$ cat src/rtl/lane_permute_pkg.sv
// lane_permute_pkg
// Shared types and helpers for the four-lane permuter with undo history.
//   op_e          command opcodes carried on cmd_op (6 and 7 are illegal)
//   hist_entry_t  one history record: kind (swap or rotate) plus the raw 4-bit select
//   perm_map_t    for each destination lane, the index of the lane it reads from
//   inv_entry()   the entry that undoes a given entry
//   apply_perm()  the source-lane map that an entry applies to the lanes
package lane_permute_pkg;

    typedef enum logic [2:0] {
        OP_NOP      = 3'd0,
        OP_LOAD     = 3'd1,
        OP_SWAP     = 3'd2,
        OP_ROT      = 3'd3,
        OP_UNDO     = 3'd4,
        OP_UNDO_ALL = 3'd5
    } op_e;

    localparam logic KIND_SWAP = 1'b0;
    localparam logic KIND_ROT  = 1'b1;

    typedef logic [1:0] lane_idx_t;
    typedef lane_idx_t [3:0] perm_map_t;

    typedef struct packed {
        logic       kind;
        logic [3:0] sel;
    } hist_entry_t;

    // A swap undoes itself. A rotate by k is undone by a rotate by -k mod 4,
    // which is plain 2-bit negation. The swap index bits are left untouched.
    function automatic hist_entry_t inv_entry(input hist_entry_t e);
        hist_entry_t r;
        r = e;
        if (e.kind == KIND_ROT) begin
            r.sel[1:0] = 2'd0 - e.sel[1:0];
        end
        return r;
    endfunction

    // The map is built from the entry alone, so the top level can move whole
    // lanes of any width with one mux per lane. All lanes read pre-edge values.
    function automatic perm_map_t apply_perm(input hist_entry_t e);
        perm_map_t m;
        lane_idx_t a;
        lane_idx_t b;
        lane_idx_t li;
        a = e.sel[3:2];
        b = e.sel[1:0];
        for (int i = 0; i < 4; i++) begin
            li = lane_idx_t'(i);
            if (e.kind == KIND_ROT) begin
                m[i] = li + e.sel[1:0];
            end else if (li == a) begin
                m[i] = b;
            end else if (li == b) begin
                m[i] = a;
            end else begin
                m[i] = li;
            end
        end
        return m;
    endfunction

endpackage

$ cat src/rtl/lane_hist_stack.sv
// lane_hist_stack
// Bounded circular LIFO of history entries. When the stack is full, a push
// overwrites the oldest entry and the count stays at DEPTH.
//   clk, rst    clock and synchronous active-high reset
//   push        store push_data as the newest entry
//   pop         discard the newest entry (ignored when empty)
//   clear       drop all entries; it takes priority over push and pop
//   push_data   entry to store
//   top         newest entry; only meaningful while count > 0
//   count       number of valid entries, 0..DEPTH
// push and pop are never asserted together by the owner.
module lane_hist_stack
    import lane_permute_pkg::*;
#(
    parameter int DEPTH = 4
) (
    input  logic                     clk,
    input  logic                     rst,
    input  logic                     push,
    input  logic                     pop,
    input  logic                     clear,
    input  hist_entry_t              push_data,
    output hist_entry_t              top,
    output logic [$clog2(DEPTH):0]   count
);

    localparam int PW = $clog2(DEPTH);
    localparam int CW = PW + 1;

    hist_entry_t     mem [DEPTH];
    logic [PW-1:0]   wr_ptr;

    // wr_ptr is the next free slot. When the stack is full, that slot holds
    // the oldest entry, so pointer wrap-around is the overwrite.
    assign top = mem[wr_ptr - PW'(1)];

    always_ff @(posedge clk) begin
        if (!rst && !clear && push) begin
            mem[wr_ptr] <= push_data;
        end
    end

    always_ff @(posedge clk) begin
        if (rst) begin
            wr_ptr <= '0;
            count  <= '0;
        end else if (clear) begin
            count  <= '0;
        end else if (push) begin
            wr_ptr <= wr_ptr + PW'(1);
            if (count != CW'(DEPTH)) begin
                count <= count + CW'(1);
            end
        end else if (pop && count != '0) begin
            wr_ptr <= wr_ptr - PW'(1);
            count  <= count - CW'(1);
        end
    end

endmodule

$ cat src/rtl/lane_permute_undo.sv
// lane_permute_undo
// Four-lane register permuter with a reversible history. Each accepted
// command updates every lane at one edge from the pre-edge lane values.
// SWAP and ROT push their entry. UNDO pops one entry and applies its
// inverse. UNDO_ALL unwinds the whole stack, one entry per cycle.
//   clk, rst     clock and synchronous active-high reset
//   cmd_valid    command offered
//   cmd_ready    high in IDLE, low while unwinding
//   cmd_op       0 NOP, 1 LOAD, 2 SWAP, 3 ROT, 4 UNDO, 5 UNDO_ALL, 6-7 illegal
//   cmd_sel      SWAP {a,b} lane indices; ROT k in [1:0]
//   cmd_data     LOAD value; lane i is cmd_data[i*W +: W]
//   lanes_q      registered lane contents
//   hist_count   number of valid history entries
//   err          one-cycle pulse for an illegal op or an UNDO on an empty stack
module lane_permute_undo
    import lane_permute_pkg::*;
#(
    parameter int W     = 8,
    parameter int DEPTH = 4
) (
    input  logic                     clk,
    input  logic                     rst,
    input  logic                     cmd_valid,
    output logic                     cmd_ready,
    input  logic [2:0]               cmd_op,
    input  logic [3:0]               cmd_sel,
    input  logic [4*W-1:0]           cmd_data,
    output logic [4*W-1:0]           lanes_q,
    output logic [$clog2(DEPTH):0]   hist_count,
    output logic                     err
);

    localparam int CW = $clog2(DEPTH) + 1;

    typedef enum logic {
        IDLE,
        UNWIND
    } state_t;

    state_t              state;
    state_t              state_n;
    logic [3:0][W-1:0]   lanes;
    logic [3:0][W-1:0]   lanes_n;
    logic [3:0][W-1:0]   permuted;
    logic                err_n;
    logic                push;
    logic                pop;
    logic                clear;
    logic                accept;
    op_e                 op;
    hist_entry_t         cmd_entry;
    hist_entry_t         top_entry;
    hist_entry_t         perm_entry;
    perm_map_t           src_map;

    assign op        = op_e'(cmd_op);
    assign cmd_ready = (state == IDLE);
    assign accept    = cmd_valid && cmd_ready;
    assign lanes_q   = lanes;
    assign cmd_entry = '{kind: (op == OP_ROT) ? KIND_ROT : KIND_SWAP, sel: cmd_sel};

    // One shared permutation network. A fresh SWAP/ROT in IDLE uses the
    // command. Everything else that moves lanes (UNDO, the unwind pops) uses
    // the inverse of the newest history entry.
    assign perm_entry = (state == IDLE && (op == OP_SWAP || op == OP_ROT))
                        ? cmd_entry : inv_entry(top_entry);
    assign src_map    = apply_perm(perm_entry);

    always_comb begin
        for (int i = 0; i < 4; i++) begin
            permuted[i] = lanes[src_map[i]];
        end
    end

    lane_hist_stack #(
        .DEPTH (DEPTH)
    ) u_hist (
        .clk       (clk),
        .rst       (rst),
        .push      (push),
        .pop       (pop),
        .clear     (clear),
        .push_data (cmd_entry),
        .top       (top_entry),
        .count     (hist_count)
    );

    always_ff @(posedge clk) begin
        if (rst) begin
            state <= IDLE;
            lanes <= '0;
            err   <= 1'b0;
        end else begin
            state <= state_n;
            lanes <= lanes_n;
            err   <= err_n;
        end
    end

    // While unwinding, the command inputs are ignored. The last pop happens
    // on the same edge that returns to IDLE, so cmd_ready rises together
    // with hist_count reaching zero.
    always_comb begin
        state_n = state;
        lanes_n = lanes;
        err_n   = 1'b0;
        push    = 1'b0;
        pop     = 1'b0;
        clear   = 1'b0;
        case (state)
            IDLE: begin
                if (accept) begin
                    case (op)
                        OP_NOP: begin
                        end
                        OP_LOAD: begin
                            lanes_n = cmd_data;
                            clear   = 1'b1;
                        end
                        OP_SWAP, OP_ROT: begin
                            lanes_n = permuted;
                            push    = 1'b1;
                        end
                        OP_UNDO: begin
                            if (hist_count == '0) begin
                                err_n = 1'b1;
                            end else begin
                                lanes_n = permuted;
                                pop     = 1'b1;
                            end
                        end
                        OP_UNDO_ALL: begin
                            if (hist_count != '0) begin
                                state_n = UNWIND;
                            end
                        end
                        default: begin
                            err_n = 1'b1;
                        end
                    endcase
                end
            end
            UNWIND: begin
                if (hist_count == '0) begin
                    state_n = IDLE;
                end else begin
                    lanes_n = permuted;
                    pop     = 1'b1;
                    if (hist_count == CW'(1)) begin
                        state_n = IDLE;
                    end
                end
            end
            default: begin
                state_n = IDLE;
            end
        endcase
    end

endmodule
$ cat config.mk
export PLATFORM = sky130hd
export DESIGN_NAME = lane_permute_undo
export DESIGN_NICKNAME = d
export VERILOG_FILES = /design/src/rtl/lane_permute_pkg.sv /design/src/rtl/lane_hist_stack.sv /design/src/rtl/lane_permute_undo.sv
export SDC_FILE = /design/constraint.sdc
export NUM_CORES = 1
export LEC_CHECK = 0
export BUFFER_PORTS_ARGS = -buffer_cell sky130_fd_sc_hd__buf_4
export CAP_MARGIN = 15
export CORE_UTILIZATION = 55
export DETAILED_ROUTE_END_ITERATION = 10
export PLACE_DENSITY = 0.79
export SYNTH_ARGS = -nofsm -noshare
export SYNTH_HDL_FRONTEND = slang
export SYNTH_HIERARCHICAL = 1
export SYNTH_SLANG_ARGS = --single-unit
export TNS_END_PERCENT = 30
$ cat constraint.sdc
create_clock -name clk -period 4.6 [get_ports clk]
set_input_delay 0.92 -clock clk [delete_from_list [all_inputs] [get_ports clk]]
set_output_delay 0.92 -clock clk [all_outputs]
set_load 0.02 [all_outputs]
# ---- After elaboration in Yosys (flattened, before gate mapping)
# Memories as Yosys holds them, arrays and structs flattened.
# Cells that the tools add are included.
dict set report word_totals {
  regBits 39
  mem_bits_rw 20
  input_bits 42
  output_inout_bits 37
  wordCells 113
  memories 1
}
# name words word_bits read_ports rd_ports_with_merged_regs wr line
set memory_table {}
lappend memory_table {u_hist.mem 4 5 1 0 1 lane_hist_stack.sv:30} ;# hist_entry_t mem [DEPTH];
dict set report classes {
  n_addsub 8
  magnitude_cmp 4
  eq_ne 16
  muxes 52
  bitwise_logic 3
  reduce_logical 21
}
# op count
set op_table {}
lappend op_table {{$pmux 32 s3} 1}
lappend op_table {{$bmux 8 s2} 4}
lappend op_table {{$mux 32} 2}
lappend op_table {{$pmux 32 s2} 1}
lappend op_table {{$mux 8} 4}
lappend op_table {{$mux 2} 15}
lappend op_table {{$mux 1} 18}
lappend op_table {{$lt 2x3->1 const B} 4}
lappend op_table {{$mux 3} 3}
lappend op_table {{$eq 2x2->1 const A} 4}
lappend op_table {{$eq 3x1->1 const B} 2}
lappend op_table {{$eq 3x2->1 const B} 2}
lappend op_table {{$eq 3x3->1 const B} 2}
lappend op_table {{$logic_not 3->1} 2}
lappend op_table {{$pmux 1 s2} 3}
lappend op_table {{$reduce_and 2->1} 3}
lappend op_table {{$logic_and 1x1->1} 5}
lappend op_table {{$mux 5} 1}
lappend op_table {{$reduce_or 5->1} 1}
lappend op_table {{$add 2x2->2 const A} 2}
lappend op_table {{$eq 1x2->1 const A} 2}
lappend op_table {{$logic_not 2->1} 2}
lappend op_table {{$ne 4x1->1 const B} 1}
lappend op_table {{$reduce_or 2->1} 2}
lappend op_table {{15 further kinds} 18}

# ---- Depth between registers and ports, before layout
# An unclocked memory read counts as a cell.
dict set report logic_depth {
  ltp_word 15
  depth_mapped 12
  ltp_nobuf 9
}

# ---- By module
# The synthesis kept the hierarchy.
# mod n_inst cells_per_inst area_per_inst_um2 seq_area_each_um2
set modules_own_cells {}
lappend modules_own_cells {lane_permute_undo 1 415 3354.5 680.7}
lappend modules_own_cells {lane_hist_stack 1 72 1108.6 700.7}

# ---- Worst setup path after synthesis
# No wires, ideal clock.
dict set report synth_path {
  kind {reg-to-reg}
  start {reg u_hist.wr_ptr[0]}
  end {reg lanes (netlist bit lanes_q[12])}
  t_arrival_ns 3.294
  setup_slack_ns 1.185
  stages_incl_launch_ff 13
  n_path_buf 3
  cell_sequence {dfxtp_1 -> buf_2 -> inv_1 -> ha_1 -> mux4_2 -> and3b_1 -> clkbuf_1 -> nor2_1 -> o31a_1 -> o221ai_2 -> buf_6 -> mux2_2 -> a221o_1}
}
# element line
set synth_lines {}
lappend synth_lines {{start, declared} lane_hist_stack.sv:31} ;# logic [PW-1:0] wr_ptr;
lappend synth_lines {{start signal, assigned} lane_hist_stack.sv:50} ;# wr_ptr <= wr_ptr + PW'(1);
lappend synth_lines {{start signal, assigned} lane_hist_stack.sv:55} ;# wr_ptr <= wr_ptr - PW'(1);
lappend synth_lines {{end signal, assigned} lane_permute_undo.sv:95} ;# lanes <= lanes_n;
lappend synth_lines {{end, declared} lane_permute_undo.sv:42} ;# logic [3:0][W-1:0] lanes;

==> impl_results.md <==
* Status: finished, final reports clean
* Vias in the first global route at about 4000
* Pwr dens at around 260 nW/um^2
* Relative slew slack at about a quarter
* Syn Inst Count at a little under 500
* Worst Clk Skew at approximately 0.010 ns
* # nets final at just under 600
* Count of cell types in the netlist at slightly above 70
* Reg2Reg Setup Slack at around 0.78 ns
* Crit-path cells: inv_1, ha_1, mux4_2, a21boi_0, nor2_1, o31a_1, o221ai_2, buf_4, mux2_2, a221o_1
* DRC at 0
* Area Overhead vs Synth at 17.6%
* Total GRT Usage at approximately a third
* Syn Std Cell Area at 4460 sq um
* Synth top area share at between 10% and 20%
* Critical Path Source Type: register
* WHS Endpoint: u_hist/wr_ptr[1]
* Setup bufs post-CTS at 0
* Starting density of the core at 57.2%
* Adder-Cell Fraction of Synth Area at 1.57%
* Initial antenna violation count at 0
* H-tree levels at 3
* DRT iter0 DRCs at between 400 and 500
* Fin. max-slew vios at 0
* Seq/Total Area, Yosys at a little over 30%
* Hold Crit Depth at 2
* Buffers on Ports at 78
* Largest family of logic cells by synthesized area: compound AO/OA/AOI/OAI gates
* Clock Latency Late Sink at 0.35 ns
* Final Hold Fails at 0
* Avg Inst Size Synth at between 9 and 10 sq um
* TritonCTS Buffers at 9
* Die area at approximately 8500 sq um
* Worst Hold Class: reg2reg
* Avg Vias per Cell at 6.92
* Worst-margin pin slew at 1.10 ns
* Critical path fanouts, max at 16
* Final antenna-violating net count at 0
* Total congestion overflow at 0
* Synth Register Bits at between 50 and 60
* GP Congestion at between 0.9 and 1
* Routed len/inst at around 20 microns
* WP data arrival at between 4 and 5 ns
* Hold Buf Count CTS at 0
* CP max-delay cell: dfxtp_1
* Max stage delay on crit path at slightly above 0.6 ns
* Pre-CTS setup slack at approximately 0.80 ns
* Critical Path RT at roughly 4.8 ns
* F_max at approximately 0.26 GHz
* Ys flop type: dfxtp_1
* Worst Path Buf+Inv at 2
* Post-layout util at about 67%
* Largest cells by area after synthesis: dfxtp_1, edfxtp_1, a22oi_1
* Post-Syn Nets at 534
* FF-to-FF Start: u_hist/wr_ptr[0]
* Share of layout cells above drive strength 1 at 26.0%
* Delay-heaviest family, CP: compound AO/OA/AOI/OAI gates
* Final setup viols at 0
* Post-DP Area at between 5000 and 6000 sq um
* Warnings from Yosys at 6
* Simple-Gate Fraction of Synth Area at around a fifth
* Post-Route WL at around 13000 microns
* I/O pins at between 70 and 80
* Post-synthesis async set-or-reset flop share at 0%
* Unrepaired setup endpoints after global routing: false
* Ant. Diodes at 0
* DRT Pass-1 Iters at 5
* CTS max path bufs at 2
* Final worst slack at between 0.7 and 0.8 ns
* Clk slew on worst S/H paths at 0.06 ns
* Maximum vdd drop at around 0.17 mV
* CTS sink cnt at roughly 60
* Fin Setup TNS at 0 ns
* DP HPWL at 9030 microns
* Die X at 92.1 microns
* Number of max-cap violations at 0
* Tcrit/Tclk final at a little over 80%
* CTS tree: yes
* Largest area contributor in the synthesized netlist: dfxtp_1
* First-pass GRT wire length at 21200 microns
* CTS resizes at 0
* WS Path Type: reg2reg
* EDFF count, synth at 20
* Fin crit period at 3.82 ns
* Synth Area in Compound Gates at about 28%
* Min-delay src: u_hist/wr_ptr[1]
* Reg2Reg Depth at 10
* Root Driver: clkbuf_8
* Crit end category: register
* Largest net degree at the start of global routing at 64
* Chip height at between 90 and 100 microns
* Reg2reg end: lanes_q[12]
* Num rows at 32
* Core area at between 7000 and 8000 sq um
* Leak at about 0.002 uW
* Fin area at around 5300 sq um
* Post-synthesis mux area share at 14.9%
* XOR/XNOR Fraction of Synth Area at less than 1%
* Worst hold margin at 0.532 ns
* Vias at 4530
==> synth_stat cells, drive strengths merged, types with 3 or more instances <==
library cell and instances:
a21oi 29, a221o 8, a221oi 3, a22oi 33, a311oi 9, and2 4, and3 12, buf 15
clkbuf 20, dfxtp 39, edfxtp 20, ha 4, inv 7, mux2 25, mux2i 25, mux4 5
nand2 30, nand2b 3, nand3 10, nor2 25, nor2b 7, nor3 26, nor3b 14, o211a 4
o211ai 3, o21ai 16, o21bai 10, o221ai 24, o22ai 9, o31ai 3, or2 10, or3 4
or4 3
==> worst min-delay path, delay by kind of cell, from the launching register on <==
| kind | cells | cell delay [ns] |
|---|---|---|
| AOI/OAI and AO/OA | 2 | 0.14 |
| DFF | 1 | 0.34 |
==> per-stage QoR <==
stage                     instances  power [uW]
after floorplan                 487         802
after global placement          639         907
after detailed placement        639         912
after CTS                       655        1350
after global routing            655        1410
final                           655        1370
==> cell families after synthesis <==
group                    count (synthesis)
AO/OA/AOI/OAI                          166
AND/OR/NAND/NOR                        158
flip-flops                              59
multiplexers                            55
buffers and inverters                   42
adder cells (fa/ha/maj)                  5
XOR/XNOR                                 2
==> sequential cells by signal (all words and copies together), names as in the netlist <==
register       count
state              1
u_hist/wr_ptr      2
lanes_q           32
u_hist/mem        20
err                1
u_hist/count       3
==> cell usage in the layout (no fill, tap or decap), types with 5 or more instances in the layout <==
cell type	instances
o221ai_1	23
a221o_1	8
mux2_2	16
and3_1	12
o21bai_1	10
a21oi_1	28
buf_4	85
mux2i_1	22
dfxtp_1	39
edfxtp_1	20
o22ai_1	9
clkbuf_8	9
o21ai_0	14
a22oi_1	32
inv_1	7
mux4_2	5
nor3_1	25
nor2b_1	7
or2_2	8
mux2_1	9
nand2_1	30
nand3_1	10
nor2_1	25
nor3b_1	13
a311oi_1	8
==> worst max path at each step <==
stage	slack (ns)	from	endpoint	depth (start not counted)
3_3_place_gp	0.92	u_hist/wr_ptr[0]	lanes_q[15]	10
5_1_grt	0.53	u_hist/wr_ptr[0]	lanes_q[15]	10
4_1_cts	0.81	u_hist/wr_ptr[0]	lanes_q[12]	10
2_1_floorplan	1.18	u_hist/wr_ptr[0]	lanes_q[12]	12
3_5_place_dp	0.80	u_hist/wr_ptr[0]	lanes_q[15]	10
6_report	0.78	u_hist/wr_ptr[0]	lanes_q[12]	10
==> area by class of cell <==
cell class	instances	area (sq um)
sequential	59	1380
inverter	7	26.3
tap	102	128
timing repair buffer	85	638
fill	668	2560
clock buffer	9	124
multi-input combinational	386	2890
clock inverter	7	58.8
==> power breakdown <==
part           internal [uW]  switching, uW
Sequential               551           26.0
Clock                    242            213
Combinational            135            198
Total                    928            437
==> metal layers <==
layer	global-route usage, %	part of all wire [%]	vias up
li1	-	-	2053
met1	47.4	45	2179
met2	46.0	44	266
met3	6.80	8.7	32
met4	10.3	2.5	0
met5	0	0	-
(Power assumes the default switching activity.)
